File: config.mk
export PLATFORM = sky130hd
export DESIGN_NAME = uart_rx_ctrl_flat
export DESIGN_NICKNAME = d
export VERILOG_FILES = /design/src/rtl/uart_rx_ctrl_if.sv /design/src/rtl/uart_rx_ctrl.sv /design/src/flat_wrapper.sv
export SDC_FILE = /design/constraint.sdc
export NUM_CORES = 1
export LEC_CHECK = 0
export ABC_AREA = 1
export CAP_MARGIN = 20
export CORE_UTILIZATION = 45
export DETAILED_ROUTE_END_ITERATION = 16
export SLEW_MARGIN = 20
export SYNTH_ARGS = -nofsm -noshare
export SYNTH_HDL_FRONTEND = slang
export SYNTH_SLANG_ARGS = --single-unit
File: constraint.sdc
create_clock -name clk -period 2.2 [get_ports clk]
set_input_delay 0.33 -clock clk [delete_from_list [all_inputs] [get_ports clk]]
set_output_delay 0.33 -clock clk [all_outputs]
set_load 0.1 [all_outputs]
File: src/rtl/uart_rx_ctrl_if.sv
// uart_rx_ctrl_if: receive-byte handshake bundle (rx_data/rx_valid/rx_ready plus qualifying flags); master = receiver, slave = consumer
interface uart_rx_ctrl_if #(parameter int DATA_W = 8);
  logic [DATA_W-1:0] rx_data;
  logic rx_valid;
  logic rx_ready;
  logic frame_err;
  logic parity_err;
  logic overrun;
  modport master(output rx_data, rx_valid, frame_err, parity_err, overrun, input rx_ready);
  modport slave(input rx_data, rx_valid, frame_err, parity_err, overrun, output rx_ready);
endinterface

File: src/rtl/uart_rx_ctrl.sv
// uart_rx_ctrl: 16x oversampled UART receiver; clk, rst_n (async active-low), rx_in (raw line), busy, io (rx byte handshake + frame_err/parity_err/overrun); define UART_RX_PARITY_EN for an even-parity bit
module uart_rx_ctrl #(
  parameter int BAUD_DIV = 27,
  parameter int DATA_W = 8
) (
  input  logic clk,
  input  logic rst_n,
  input  logic rx_in,
  output logic busy,
  uart_rx_ctrl_if.master io
);
  localparam int BW = DATA_W > 1 ? $clog2(DATA_W) : 1;
  typedef enum logic [2:0] {IDLE, START, DATA, PARITY, STOP} state_t;
`ifdef UART_RX_PARITY_EN
  localparam state_t AFTER_DATA = PARITY;
`else
  localparam state_t AFTER_DATA = STOP;
`endif
  state_t state_q, state_d;
  logic s1, s2, prev;
  logic [15:0] tcnt;
  logic [3:0] scnt;
  logic [BW-1:0] bcnt;
  logic [DATA_W-1:0] sh, data_q;
  logic valid_q, ferr_q, ovr_q;
  logic tick, mid, full, fall, arm, done, load;
  assign tick = tcnt == 16'(BAUD_DIV - 1);
  assign mid = tick && scnt == 4'd7;
  assign full = tick && scnt == 4'd15;
  assign fall = prev && !s2;
  assign arm = state_q == IDLE && fall;
  assign done = state_q == STOP && full;
  // a finished frame only lands if the output slot is empty or being emptied this cycle
  assign load = done && (!valid_q || io.rx_ready);
  always_comb begin
    state_d = state_q;
    case (state_q)
      IDLE:   state_d = fall ? START : IDLE;
      START:  state_d = mid ? (s2 ? IDLE : DATA) : START;
      DATA:   state_d = (full && bcnt == BW'(DATA_W - 1)) ? AFTER_DATA : DATA;
      PARITY: state_d = full ? STOP : PARITY;
      STOP:   state_d = full ? IDLE : STOP;
      default: state_d = IDLE;
    endcase
  end
  always_ff @(posedge clk or negedge rst_n) begin
    if (!rst_n) begin
      s1 <= 1'b1;
      s2 <= 1'b1;
      prev <= 1'b1;
      state_q <= IDLE;
      busy <= 1'b0;
      tcnt <= '0;
      scnt <= '0;
      bcnt <= '0;
      sh <= '0;
      data_q <= '0;
      valid_q <= 1'b0;
      ferr_q <= 1'b0;
      ovr_q <= 1'b0;
    end else begin
      s1 <= rx_in;
      s2 <= s1;
      prev <= s2;
      state_q <= state_d;
      busy <= state_d != IDLE;
      tcnt <= (arm || tick) ? '0 : tcnt + 16'd1;
      scnt <= (arm || (state_q == START && mid)) ? '0 : tick ? scnt + 4'd1 : scnt;
      if (state_q == START && mid) bcnt <= '0;
      else if (state_q == DATA && full) bcnt <= bcnt + 1'b1;
      if (state_q == DATA && full) sh <= {s2, sh[DATA_W-1:1]};
      if (load) begin
        data_q <= sh;
        ferr_q <= !s2;
      end
      valid_q <= load || (valid_q && !io.rx_ready);
      ovr_q <= (done && valid_q && !io.rx_ready) || (ovr_q && !(valid_q && io.rx_ready));
    end
  end
`ifdef UART_RX_PARITY_EN
  logic par_q, perr_q;
  always_ff @(posedge clk or negedge rst_n) begin
    if (!rst_n) begin
      par_q <= 1'b0;
      perr_q <= 1'b0;
    end else begin
      if (state_q == PARITY && full) par_q <= s2;
      if (load) perr_q <= ^sh ^ par_q;
    end
  end
  assign io.parity_err = perr_q;
`else
  assign io.parity_err = 1'b0;
`endif
  assign io.rx_data = data_q;
  assign io.rx_valid = valid_q;
  assign io.frame_err = ferr_q;
  assign io.overrun = ovr_q;
endmodule
File: src/flat_wrapper.sv
// flat-port wrapper written by rule: the top's interface ports become plain ports
module uart_rx_ctrl_flat 
#(
  parameter int BAUD_DIV = 27,
  parameter int DATA_W = 8
)
  (clk, rst_n, rx_in, busy, io_rx_data, io_rx_valid, io_frame_err, io_parity_err, io_overrun, io_rx_ready);
  uart_rx_ctrl_if #(.DATA_W(DATA_W)) io_i ();
  input  logic clk;
  input  logic rst_n;
  input  logic rx_in;
  output logic busy;
  output wire logic [$bits(io_i.rx_data)-1:0] io_rx_data;
  output wire logic [$bits(io_i.rx_valid)-1:0] io_rx_valid;
  output wire logic [$bits(io_i.frame_err)-1:0] io_frame_err;
  output wire logic [$bits(io_i.parity_err)-1:0] io_parity_err;
  output wire logic [$bits(io_i.overrun)-1:0] io_overrun;
  input wire logic [$bits(io_i.rx_ready)-1:0] io_rx_ready;
  assign io_rx_data = io_i.rx_data;
  assign io_rx_valid = io_i.rx_valid;
  assign io_frame_err = io_i.frame_err;
  assign io_parity_err = io_i.parity_err;
  assign io_overrun = io_i.overrun;
  assign io_i.rx_ready = io_rx_ready;
  uart_rx_ctrl #(.BAUD_DIV(BAUD_DIV), .DATA_W(DATA_W)) u_core (.clk(clk), .rst_n(rst_n), .rx_in(rx_in), .busy(busy), .io(io_i));
endmodule
==> results of run 1 <==
## critical path, delay by kind of cell, from the launching register on
| family | cells | cell delay, ns |
|---|---|---|
| AOI/OAI and AO/OA | 1 | 0.08 |
| adders and majority gates | 1 | 0.16 |
| buffers and inverters | 2 | 0.12 |
| DFF | 1 | 0.41 |
| and+or+nand+nor | 7 | 0.88 |
## cell type report
cell class | instances | area (sq um)
fillers | 516 | 2421
repair buffers | 18 | 152.6
inverters | 36 | 135.1
multi-input cells | 183 | 960.9
well taps | 70 | 87.58
clock inverters | 2 | 15.01
clock buffers | 6 | 72.57
flip-flops and latches | 49 | 1230
## routing by layer
metal | track usage, % | vias to the layer above | routed length [um]
met5 | 0 | - | 0
met4 | 6.289 | 0 | 64
met3 | 4.607 | 7 | 130
met2 | 26.23 | 20 | 1804
met1 | 23.72 | 777 | 2105
li1 | - | 904 | -
## state kept, by name, summed over array words and instances, names as in the netlist, 3 cells and up
signal             cells
u_core.state_q         3
u_core.tcnt           16
u_core.sh              8
u_core.bcnt            3
u_core.scnt            4
u_core.io.rx_data      8
## worst max-delay path by stage
stage	start	endpoint	cells past startpoint	slack (ns)
after global placement	u_core.tcnt[0]$_DFF_PN0_	u_core.io.rx_data[4]$_DFFE_PN0P_	11	0.47
final	u_core.tcnt[0]$_DFF_PN0_	u_core.bcnt[0]$_DFFE_PN0P_	11	0.42
after global routing	u_core.tcnt[0]$_DFF_PN0_	u_core.tcnt[5]$_DFF_PN0_	11	0.23
after CTS	u_core.tcnt[0]$_DFF_PN0_	u_core.bcnt[0]$_DFFE_PN0P_	11	0.41
after detailed placement	u_core.tcnt[0]$_DFF_PN0_	u_core.bcnt[0]$_DFFE_PN0P_	11	0.43
after floorplan	u_core.io.rx_valid$_DFF_PN0_	u_core.io.rx_data[6]$_DFFE_PN0P_	5	0.49
## logic make-up (layout without fill, tap and decap cells)
group	Yosys count	in the layout	synth area share, %
and+or+nand+nor	136	136	26.88
DFF	49	49	52.01
buffers and inverters	42	62	7.355
AOI/OAI and AO/OA	38	38	9.842
adders and majority gates	5	5	2.646
xor gates and xnor gates	3	3	1.111
other	1	1	0.1586
## placed cells by master (no fill, tap or decap), types with 2 or more instances in the layout
| master | instances |
|---|---|
| nand2_1 | 64 |
| dfrtp_1 | 46 |
| inv_1 | 35 |
| nor2_1 | 32 |
| nand3_1 | 19 |
| buf_4 | 13 |
| o21ai_1 | 10 |
| o21ai_2 | 9 |
| o21ai_0 | 8 |
| a21oi_1 | 7 |
| nand4_1 | 5 |
| nor3_1 | 5 |
| ha_1 | 5 |
| clkbuf_8 | 5 |
| nor2_4 | 3 |
| xor2_1 | 3 |
| dfstp_2 | 3 |
| nor2_2 | 2 |
| nand2_2 | 2 |
| clkinvlp_4 | 2 |
| clkdlybuf4s50_1 | 2 |
## power groups by stage
stage / clock network, mW / registers [mW] / logic (mW)
floorplan: 0 / 1.12 / 0.294
global placement: 0 / 1.10 / 0.410
detailed placement: 0 / 1.11 / 0.413
CTS: 0.554 / 1.09 / 0.416
global route: 0.587 / 1.10 / 0.470
finish: 0.528 / 1.09 / 0.408
## per-stage QoR
stage               power, mW  worst slack (ns)
floorplan               1.410            0.4875
global placement        1.514            0.4718
detailed placement      1.519            0.4255
CTS                     2.058            0.4111
global route            2.161            0.2332
finish                  2.023            0.4184
==> metrics.cfg, run 1 <==
[worst_setup_path]
r2r-start = u_core.tcnt[0]$_DFF_PN0_
crit_type = reg -> reg
required_ns = 2.38
r2r-end = u_core.bcnt[0]$_DFFE_PN0P_
reg2reg_depth = 11
worst-path-max-fanout = 21
crit_path_top_delay_cell = dfrtp_1
crit_chain = inv_1 > ha_1 > nand2_1 > inv_1 > nand2_1 > nor2_4 > nand2_4 > nor2_8 > nand2_2 > nand3_1 > o21ai_1
cp_slowest_stage_delay_ns = 0.41
start_kind = register
reg2reg_slack_ns = 0.42
cp.arrival_ns = 1.97
end_kind = register

[status]
status = completed

[placement]
place_area_sq_um = 2556
gp_congestion = 0.7897
hpwlAfterDp_um = 2983
dpl.cell_count = 355
portBuffers = 15

[synthesis]
syn_area_sq_um = 2365
syn-num-nets = 283
synth_commonest_cells = nand2_1 (64), dfrtp_1 (46), inv_1 (35)
ys_top_cells_by_area = dfrtp_1 (49%), nand2_1 (10%), inv_1 (5.6%), nor2_1 (5.1%), nand3_1 (4.0%)
ys_types = 30
syn_avg_cell_area_sq_um = 8.631
synth.top_cell.area_share_pct = 48.68
async_flop_share_pct = 100.0
yosys.area.top_type = dfrtp_1
synth_cells = 274
ys_warn_count = 0
ys.flop_type = dfrtp_1
synth.ff_latch_count = 49
synth-edff-count = 0
ys_seq_area_share_pct = 52.01
synth.most_common_cell = nand2_1

[routing]
wl_um = 4104
drt_iter0_markers = 91
antenna_left = 0
via_count = 1708
first_pass_iters = 4
wl_per_cell_um = 11.27
viasPerCell = 4.692
drc = 0

[cts]
ctsHoldBuffers = 1
post_cts_buffers = 0
htree_levels = 2
cts_tree = yes
cts_made_buffers = 5
cts_root_buf = clkbuf_8
cts_buffer_depth = 2
clkSinkCount = 49
cts_resized = 0
insertion_delay_ns = 0.31
path_clk_slew_ns = 0.09

[sta]
finalCritPeriodShare_pct = 80.98
setup_viol = 0
fmax_mhz = 561.3
final-hold-violation-count = 0
setup_tns_ns = 0
finalMaxSlewViolations = 0
rsz0062_at_grt = no
skew_ns = 0.006102
fin_crit_ns = 1.782
fin_worst_hold_slack_ns = 0.3596

[power_and_ir_drop]
p_int_mw = 1.365
power.leakage_nw = 1.309
power_frac_comb_pct = 20.2
power.switching_mw = 0.6581
seqPwrFrac_pct = 53.8
p_clk_share_pct = 26.1
ir_worst_vdd_mv = 0.5042
sw_frac_of_total_pct = 32.54
pwr_density_cell_nw_per_um2 = 762.2

[final_layout]
n_antenna_cell = 0
finalInstanceArea_sq_um = 2654
nNetsFinal = 302
area_growth_syn_to_layout_pct = 12.22
final_core_util_pct = 52.29
finalNonFillerCells = 364
drive_above_1_share_pct = 15.65

[global_routing]
grt_max_degree = 36
grt_pass1_wl_um = 7182
grt_pass1_vias = 1574
antenna_found_initial = 0
grt_use_total_pct = 17.25
gr-total-overflow = 0

[die]
rows = 26
die_h_um = 74.49
initial_core_util_pct = 46.60
dieArea_sq_um = 5549
ios = 17
coreArea_sq_um = 5075
die_x_um = 74.49

[hold_path]
hp-class = reg -> reg
hold_depth = 0
hold_start = u_core.s1$_DFF_PN1_
min_to = u_core.s2$_DFF_PN1_

[job]
maxCapViolations = 0

Note: power is estimated with default switching activity, not from simulation.
==> inputs of run 2 (changes only) <==
==> constraint.sdc (replaced) <==
create_clock -name clk -period 1.9 [get_ports clk]
set_input_delay 0.285 -clock clk [delete_from_list [all_inputs] [get_ports clk]]
set_output_delay 0.285 -clock clk [all_outputs]
set_load 0.1 [all_outputs]
==> metrics.cfg, run 2 (synthesis results as in run 1) <==
[status]
status = completed  ; unchanged

[cts]
clkSinkCount = 49  ; unchanged
cts_root_buf = clkbuf_8  ; unchanged
path_clk_slew_ns = 0.09  ; about the same
insertion_delay_ns = 0.30  ; was 0.31 ns
cts_buffer_depth = 2  ; unchanged
cts_tree = yes  ; unchanged
cts_made_buffers = 5  ; unchanged
htree_levels = 2  ; unchanged

[routing]
viasPerCell = 4.825  ; was 4.692
antenna_left = 0  ; unchanged
wl_per_cell_um = 12.02  ; was 11.27 um
first_pass_iters = 6  ; was 4
via_count = 1766  ; was 1708
drt_iter0_markers = 74  ; was 91
wl_um = 4398  ; was 4104 um
drc = 0  ; unchanged

[sta]
fin_crit_ns = 1.717  ; was 1.782 ns
final-hold-violation-count = 0  ; unchanged
fmax_mhz = 582.3  ; was 561.3 MHz
fin_worst_hold_slack_ns = 0.3624  ; was 0.3596 ns
rsz0062_at_grt = yes  ; was no
slew_headroom_pct = 66.92
setup_viol = 0  ; unchanged
skew_ns = 0.01272  ; was 0.006102 ns
max_slew.worst_pin.slew_ns = 0.4924
finalCritPeriodShare_pct = 90.39  ; was 80.98%
setup_tns_ns = 0  ; unchanged
finalMaxSlewViolations = 0  ; unchanged
fin_ws_ns = 0.1826  ; was 0.4184 ns

[final_layout]
largest_reg_flops = 16  ; unchanged
nNetsFinal = 304  ; was 302
n_antenna_cell = 0  ; unchanged
final_cell_mix = nand2_1 (63), dfrtp_1 (46), inv_1 (34)  ; was nand2_1 (64), dfrtp_1 (46), inv_1 (35)
layout_commonest_cell = nand2_1  ; unchanged
area_growth_syn_to_layout_pct = 13.92  ; was 12.22%
drive_above_1_share_pct = 16.89  ; was 15.65%
finalNonFillerCells = 366  ; was 364
top_register = u_core.tcnt  ; unchanged
final_core_util_pct = 53.08  ; was 52.29%
finalInstanceArea_sq_um = 2694  ; was 2654 sq um

[global_routing]
grt_max_degree = 33  ; was 36
gr-total-overflow = 0  ; unchanged
grt_pass1_vias = 1569  ; was 1574
grt_use_total_pct = 17.42  ; was 17.25%
grt_pass1_wl_um = 7320  ; was 7182 um
antenna_found_initial = 0  ; unchanged

[worst_setup_path]
crit_chain = inv_1 > ha_1 > nand2_1 > inv_1 > nand2_1 > nor2_4 > nand2_4 > nor2_8 > nand2_4 > nand2_1 > o21ai_1  ; was inv_1 > ha_1 > nand2_1 > inv_1 > nand2_1 > nor2_4 > nand2_4 > nor2_8 > nand2_2 > nand3_1 > o21ai_1
cp_slowest_stage_delay_ns = 0.41  ; about the same
worst-path-max-fanout = 21  ; unchanged
path_depth = 11  ; unchanged
start_kind = register  ; unchanged
crit_path_top_delay_cell = dfrtp_1  ; unchanged
crit_type = reg -> reg  ; unchanged
crit_buf_inv = 2  ; unchanged
crit_family = simple AND/OR/NAND/NOR gates  ; unchanged
required_ns = 2.09  ; was 2.38 ns
end_kind = register  ; unchanged
cp.arrival_ns = 1.91  ; was 1.97 ns
cpMostUsedCell = nand2_1
reg2reg_depth = 11  ; unchanged

[hold_path]
hold_depth = 0  ; unchanged
hp-class = reg -> reg  ; unchanged

[die]
dieArea_sq_um = 5549  ; unchanged
ios = 17  ; unchanged
die_h_um = 74.49  ; unchanged
coreArea_sq_um = 5075  ; unchanged
rows = 26  ; unchanged
initial_core_util_pct = 46.60  ; unchanged
die_x_um = 74.49  ; unchanged

[power_and_ir_drop]
p_int_mw = 1.586  ; was 1.365 mW
sw_frac_of_total_pct = 32.82  ; was 32.54%
total_power_mw = 2.361  ; was 2.023 mW
power.switching_mw = 0.7749  ; was 0.6581 mW
p_clk_share_pct = 25.9  ; was 26.1%
pwr_density_cell_nw_per_um2 = 876.4  ; was 762.2 nW/um^2
ir_worst_vdd_mv = 0.4536  ; was 0.5042 mV
power.leakage_nw = 1.324  ; was 1.309 nW
seqPwrFrac_pct = 53.4  ; was 53.8%
power_frac_comb_pct = 20.6  ; was 20.2%

[job]
maxCapViolations = 0  ; unchanged

[placement]
dp_slack_ns = 0.1295  ; was 0.4255 ns
gp_congestion = 0.8048  ; was 0.7897
portBuffers = 15  ; unchanged
hpwlAfterDp_um = 2985  ; was 2983 um
place_area_sq_um = 2556  ; unchanged
dpl.cell_count = 355  ; unchanged

run 2: changes by cell type in the layout (fill, tap and decap cells not counted):
cell,before,now
clkinvlp_4,2,4
buf_4,13,12
nand2_1,64,63
inv_1,35,34
nand2_4,1,2
nand3_4,1,2
buf_6,0,1
run 2: cell type report:
class	count	area [sq um]
Multi-Input combinational cell	184	985.9
Clock inverter	2	15.01
Fill cell	491	2381
Timing Repair inverter	1	7.507
Timing Repair Buffer	18	156.4
Clock buffer	6	72.57
Tap cell	70	87.58
Sequential cell	49	1230
Inverter	36	138.9
run 2: worst reg2reg max path, delay by kind of cell, from the launching register on:
kind,cells,cell delay (ns)
flops,1,0.41
buf+inv,2,0.12
compound gates,1,0.07
simple gates,7,0.86
fa+ha+maj,1,0.16
run 2: path summary, 6_finish.rpt:
| path | to | from | slack [ns] |
|---|---|---|---|
| min | u_core.s2$_DFF_PN1_ | u_core.s1$_DFF_PN1_ | 0.36 |
| max reg2reg | u_core.sh[1]$_DFFE_PN0P_ | u_core.tcnt[0]$_DFF_PN0_ | 0.18 |
| min reg2reg | u_core.s2$_DFF_PN1_ | u_core.s1$_DFF_PN1_ | 0.36 |
| min in group asynchronous | u_core.tcnt[5]$_DFF_PN0_ | rst_n | 0.44 |
| max in group asynchronous | u_core.s1$_DFF_PN1_ | rst_n | 0.88 |
| max | u_core.sh[1]$_DFFE_PN0P_ | u_core.tcnt[0]$_DFF_PN0_ | 0.18 |
run 2: timing repair:
item                                    CTS  global route
hold buffers                              1             0
endpoints found under the hold margin    17             0
endpoints found under the setup margin    0            19
resized for setup                         0             6
buffers inserted                          0             0
run 2: per-layer routing:
layer / track usage, % / part of all wire (%)
met1: 24.31 / 52
met2: 26.83 / 45
met3: 4.472 / 2.4
met4: 5.031 / 1.3
met5: 0 / 0
run 2: power groups by stage:
| stage | Combinational (mW) | Sequential, mW | Clock [mW] |
|---|---|---|---|
| finish | 0.487 | 1.26 | 0.612 |
| global route | 0.559 | 1.28 | 0.673 |
| detailed placement | 0.482 | 1.28 | 0 |
| global placement | 0.473 | 1.28 | 0 |
| CTS | 0.486 | 1.26 | 0.633 |
| floorplan | 0.340 | 1.29 | 0 |
==> inputs of run 3 (changes only) <==
--- a/config.mk
+++ b/config.mk
@@ -6,8 +6,8 @@
 export NUM_CORES = 1
 export LEC_CHECK = 0
 export ABC_AREA = 1
-export CAP_MARGIN = 20
-export CORE_UTILIZATION = 45
+export CAP_MARGIN = 5
+export CORE_UTILIZATION = 35
 export DETAILED_ROUTE_END_ITERATION = 16
 export SLEW_MARGIN = 20
 export SYNTH_ARGS = -nofsm -noshare
==> metrics.cfg, run 3 (synthesis results as in run 1) <==
[cts]
cts_made_buffers = 5  ; unchanged
insertion_delay_ns = 0.30  ; about the same
cts_tree = yes  ; unchanged
htree_levels = 2  ; unchanged
cts_buffer_depth = 2  ; unchanged
cts_root_buf = clkbuf_8  ; unchanged
clkSinkCount = 49  ; unchanged
path_clk_slew_ns = 0.09  ; about the same

[status]
status = complete, but fails checks  ; was completed
violations = design-rule violations

[sta]
fin_ws_ns = 0.1407  ; was 0.1826 ns
fin_worst_hold_slack_ns = 0.3604  ; was 0.3624 ns
setup_viol = 0  ; unchanged
finalCritPeriodShare_pct = 92.60  ; was 90.39%
skew_ns = 0.003975  ; was 0.01272 ns
finalMaxSlewViolations = 0  ; unchanged
rsz0062_at_grt = yes  ; unchanged
final-hold-violation-count = 0  ; unchanged
max_slew.worst_pin.slew_ns = 0.4950  ; was 0.4924 ns
slew_headroom_pct = 66.75  ; was 66.92%
fin_crit_ns = 1.759  ; was 1.717 ns
fmax_mhz = 568.4  ; was 582.3 MHz
setup_tns_ns = 0  ; unchanged

[final_layout]
final_cell_mix = nand2_1 (63), dfrtp_1 (46), inv_1 (34)  ; unchanged
largest_reg_flops = 16  ; unchanged
area_growth_syn_to_layout_pct = 15.34  ; was 13.92%
layout_commonest_cell = nand2_1  ; unchanged
top_register = u_core.tcnt  ; unchanged
finalInstanceArea_sq_um = 2728  ; was 2694 sq um
drive_above_1_share_pct = 17.45  ; was 16.89%
nNetsFinal = 306  ; was 304
n_antenna_cell = 0  ; unchanged

[routing]
viasPerCell = 4.632  ; was 4.825
drc = 4  ; was 0
wl_per_cell_um = 11.84  ; was 12.02 um
drt_iter0_markers = 130  ; was 74
wl_um = 4439  ; was 4398 um
via_count = 1737  ; was 1766
first_pass_iters = 10  ; was 6
antenna_left = 0  ; unchanged

[die]
die_h_um = 84.20  ; was 74.49 um
ios = 17  ; unchanged
rows = 29  ; was 26
coreArea_sq_um = 6422  ; was 5075 sq um
dieArea_sq_um = 7089  ; was 5549 sq um
die_x_um = 84.20  ; was 74.49 um
initial_core_util_pct = 36.82  ; was 46.60%

[worst_setup_path]
crit_type = reg -> reg  ; unchanged
worst-path-max-fanout = 18  ; was 21
crit_path_top_delay_cell = dfrtp_1  ; unchanged
cp_slowest_stage_delay_ns = 0.41  ; about the same
start_kind = register  ; unchanged
cp.arrival_ns = 1.96  ; was 1.91 ns
cpMostUsedCell = nand2_1  ; unchanged
required_ns = 2.10  ; was 2.09 ns
end_kind = register  ; unchanged
crit_chain = inv_1 > ha_1 > nand2_1 > inv_1 > nand2_1 > nor2_4 > nand2_4 > nor2_8 > nand3_4 > nand2_1 > o21ai_2  ; was inv_1 > ha_1 > nand2_1 > inv_1 > nand2_1 > nor2_4 > nand2_4 > nor2_8 > nand2_4 > nand2_1 > o21ai_1

[job]
maxCapViolations = 0  ; unchanged

[placement]
dp_slack_ns = 0.1431  ; was 0.1295 ns
hpwlAfterDp_um = 3095  ; was 2985 um
portBuffers = 15  ; unchanged
place_area_sq_um = 2572  ; was 2556 sq um
gp_congestion = 0.7669  ; was 0.8048

[power_and_ir_drop]
pwr_density_cell_nw_per_um2 = 913.4  ; was 876.4 nW/um^2
power.leakage_nw = 1.355  ; was 1.324 nW
ir_worst_vdd_mv = 0.3800  ; was 0.4536 mV
total_power_mw = 2.491  ; was 2.361 mW

[hold_path]
hp-class = reg -> reg  ; unchanged

[global_routing]
gr-total-overflow = 0  ; unchanged
grt_pass1_vias = 1640  ; was 1569
grt_pass1_wl_um = 7472  ; was 7320 um
grt_use_total_pct = 13.37  ; was 17.42%
grt_max_degree = 31  ; was 33
antenna_found_initial = 0  ; unchanged

## run 3: cell types whose count changed in the layout (fill, tap and decap cells not counted)
cell        delta
buf_6          -1
clkinv_4       +1
clkinvlp_4     -2
buf_4          +4
bufinv_16      +1
nand3_4        -1
## run 3: area by class of cell
cell class	count	area (sq um)
Fill cell	648	3695
Timing Repair Buffer	21	175.2
Tap cell	77	96.34
Sequential cell	49	1230
Multi-Input combinational cell	183	968.4
Timing Repair inverter	1	7.507
Clock inverter	2	38.79
Clock buffer	6	72.57
Inverter	36	138.9
## run 3: report_power, final
part	switching [mW]	internal (mW)
clock network	0.351	0.395
registers	0.106	1.15
logic	0.317	0.169
## run 3: what timing repair did
action,4_1_cts,5_1_grt
setup buffers,0,2
hold buffers,1,0
gates resized for setup,0,4
endpoints found under the hold margin,16,0
setup endpoints to repair,0,9
## run 3: worst paths after layout
path	start	to	slack, ns	depth (start not counted)
worst max-delay path	u_core.tcnt[0]$_DFF_PN0_	u_core.io.rx_data[5]$_DFFE_PN0P_	0.14	11
worst min-delay path	u_core.s1$_DFF_PN1_	u_core.s2$_DFF_PN1_	0.36	0
worst max register to register	u_core.tcnt[0]$_DFF_PN0_	u_core.io.rx_data[5]$_DFFE_PN0P_	0.14	11
worst min register to register	u_core.s1$_DFF_PN1_	u_core.s2$_DFF_PN1_	0.36	0
max in group asynchronous	rst_n	u_core.io.overrun$_DFF_PN0_	0.90	3
min in group asynchronous	rst_n	u_core.tcnt[3]$_DFF_PN0_	0.47	2
## run 3: routing by layer
metal	global-route usage, %	wire length (um)	vias to the layer above
li1	-	-	915
met1	18.04	2308	797
met2	20.27	1924	18
met3	3.441	126	7
met4	6.113	80	0
met5	0	0	-
## run 3: critical path, delay by kind of cell, from the launching register on
kind	cells	cell delay (ns)
AO/OA/AOI/OAI	1	0.06
adder cells (fa/ha/maj)	1	0.16
buffers and inverters	2	0.12
flip-flops	1	0.41
AND/OR/NAND/NOR	7	0.90
## run 3: stage by stage
stage	std cells	utilization (%)
after floorplan	274	-
after global placement	363	40.05
after CTS	372	41.94
after detailed placement	363	40.05
final	375	42.47
after global routing	375	42.47
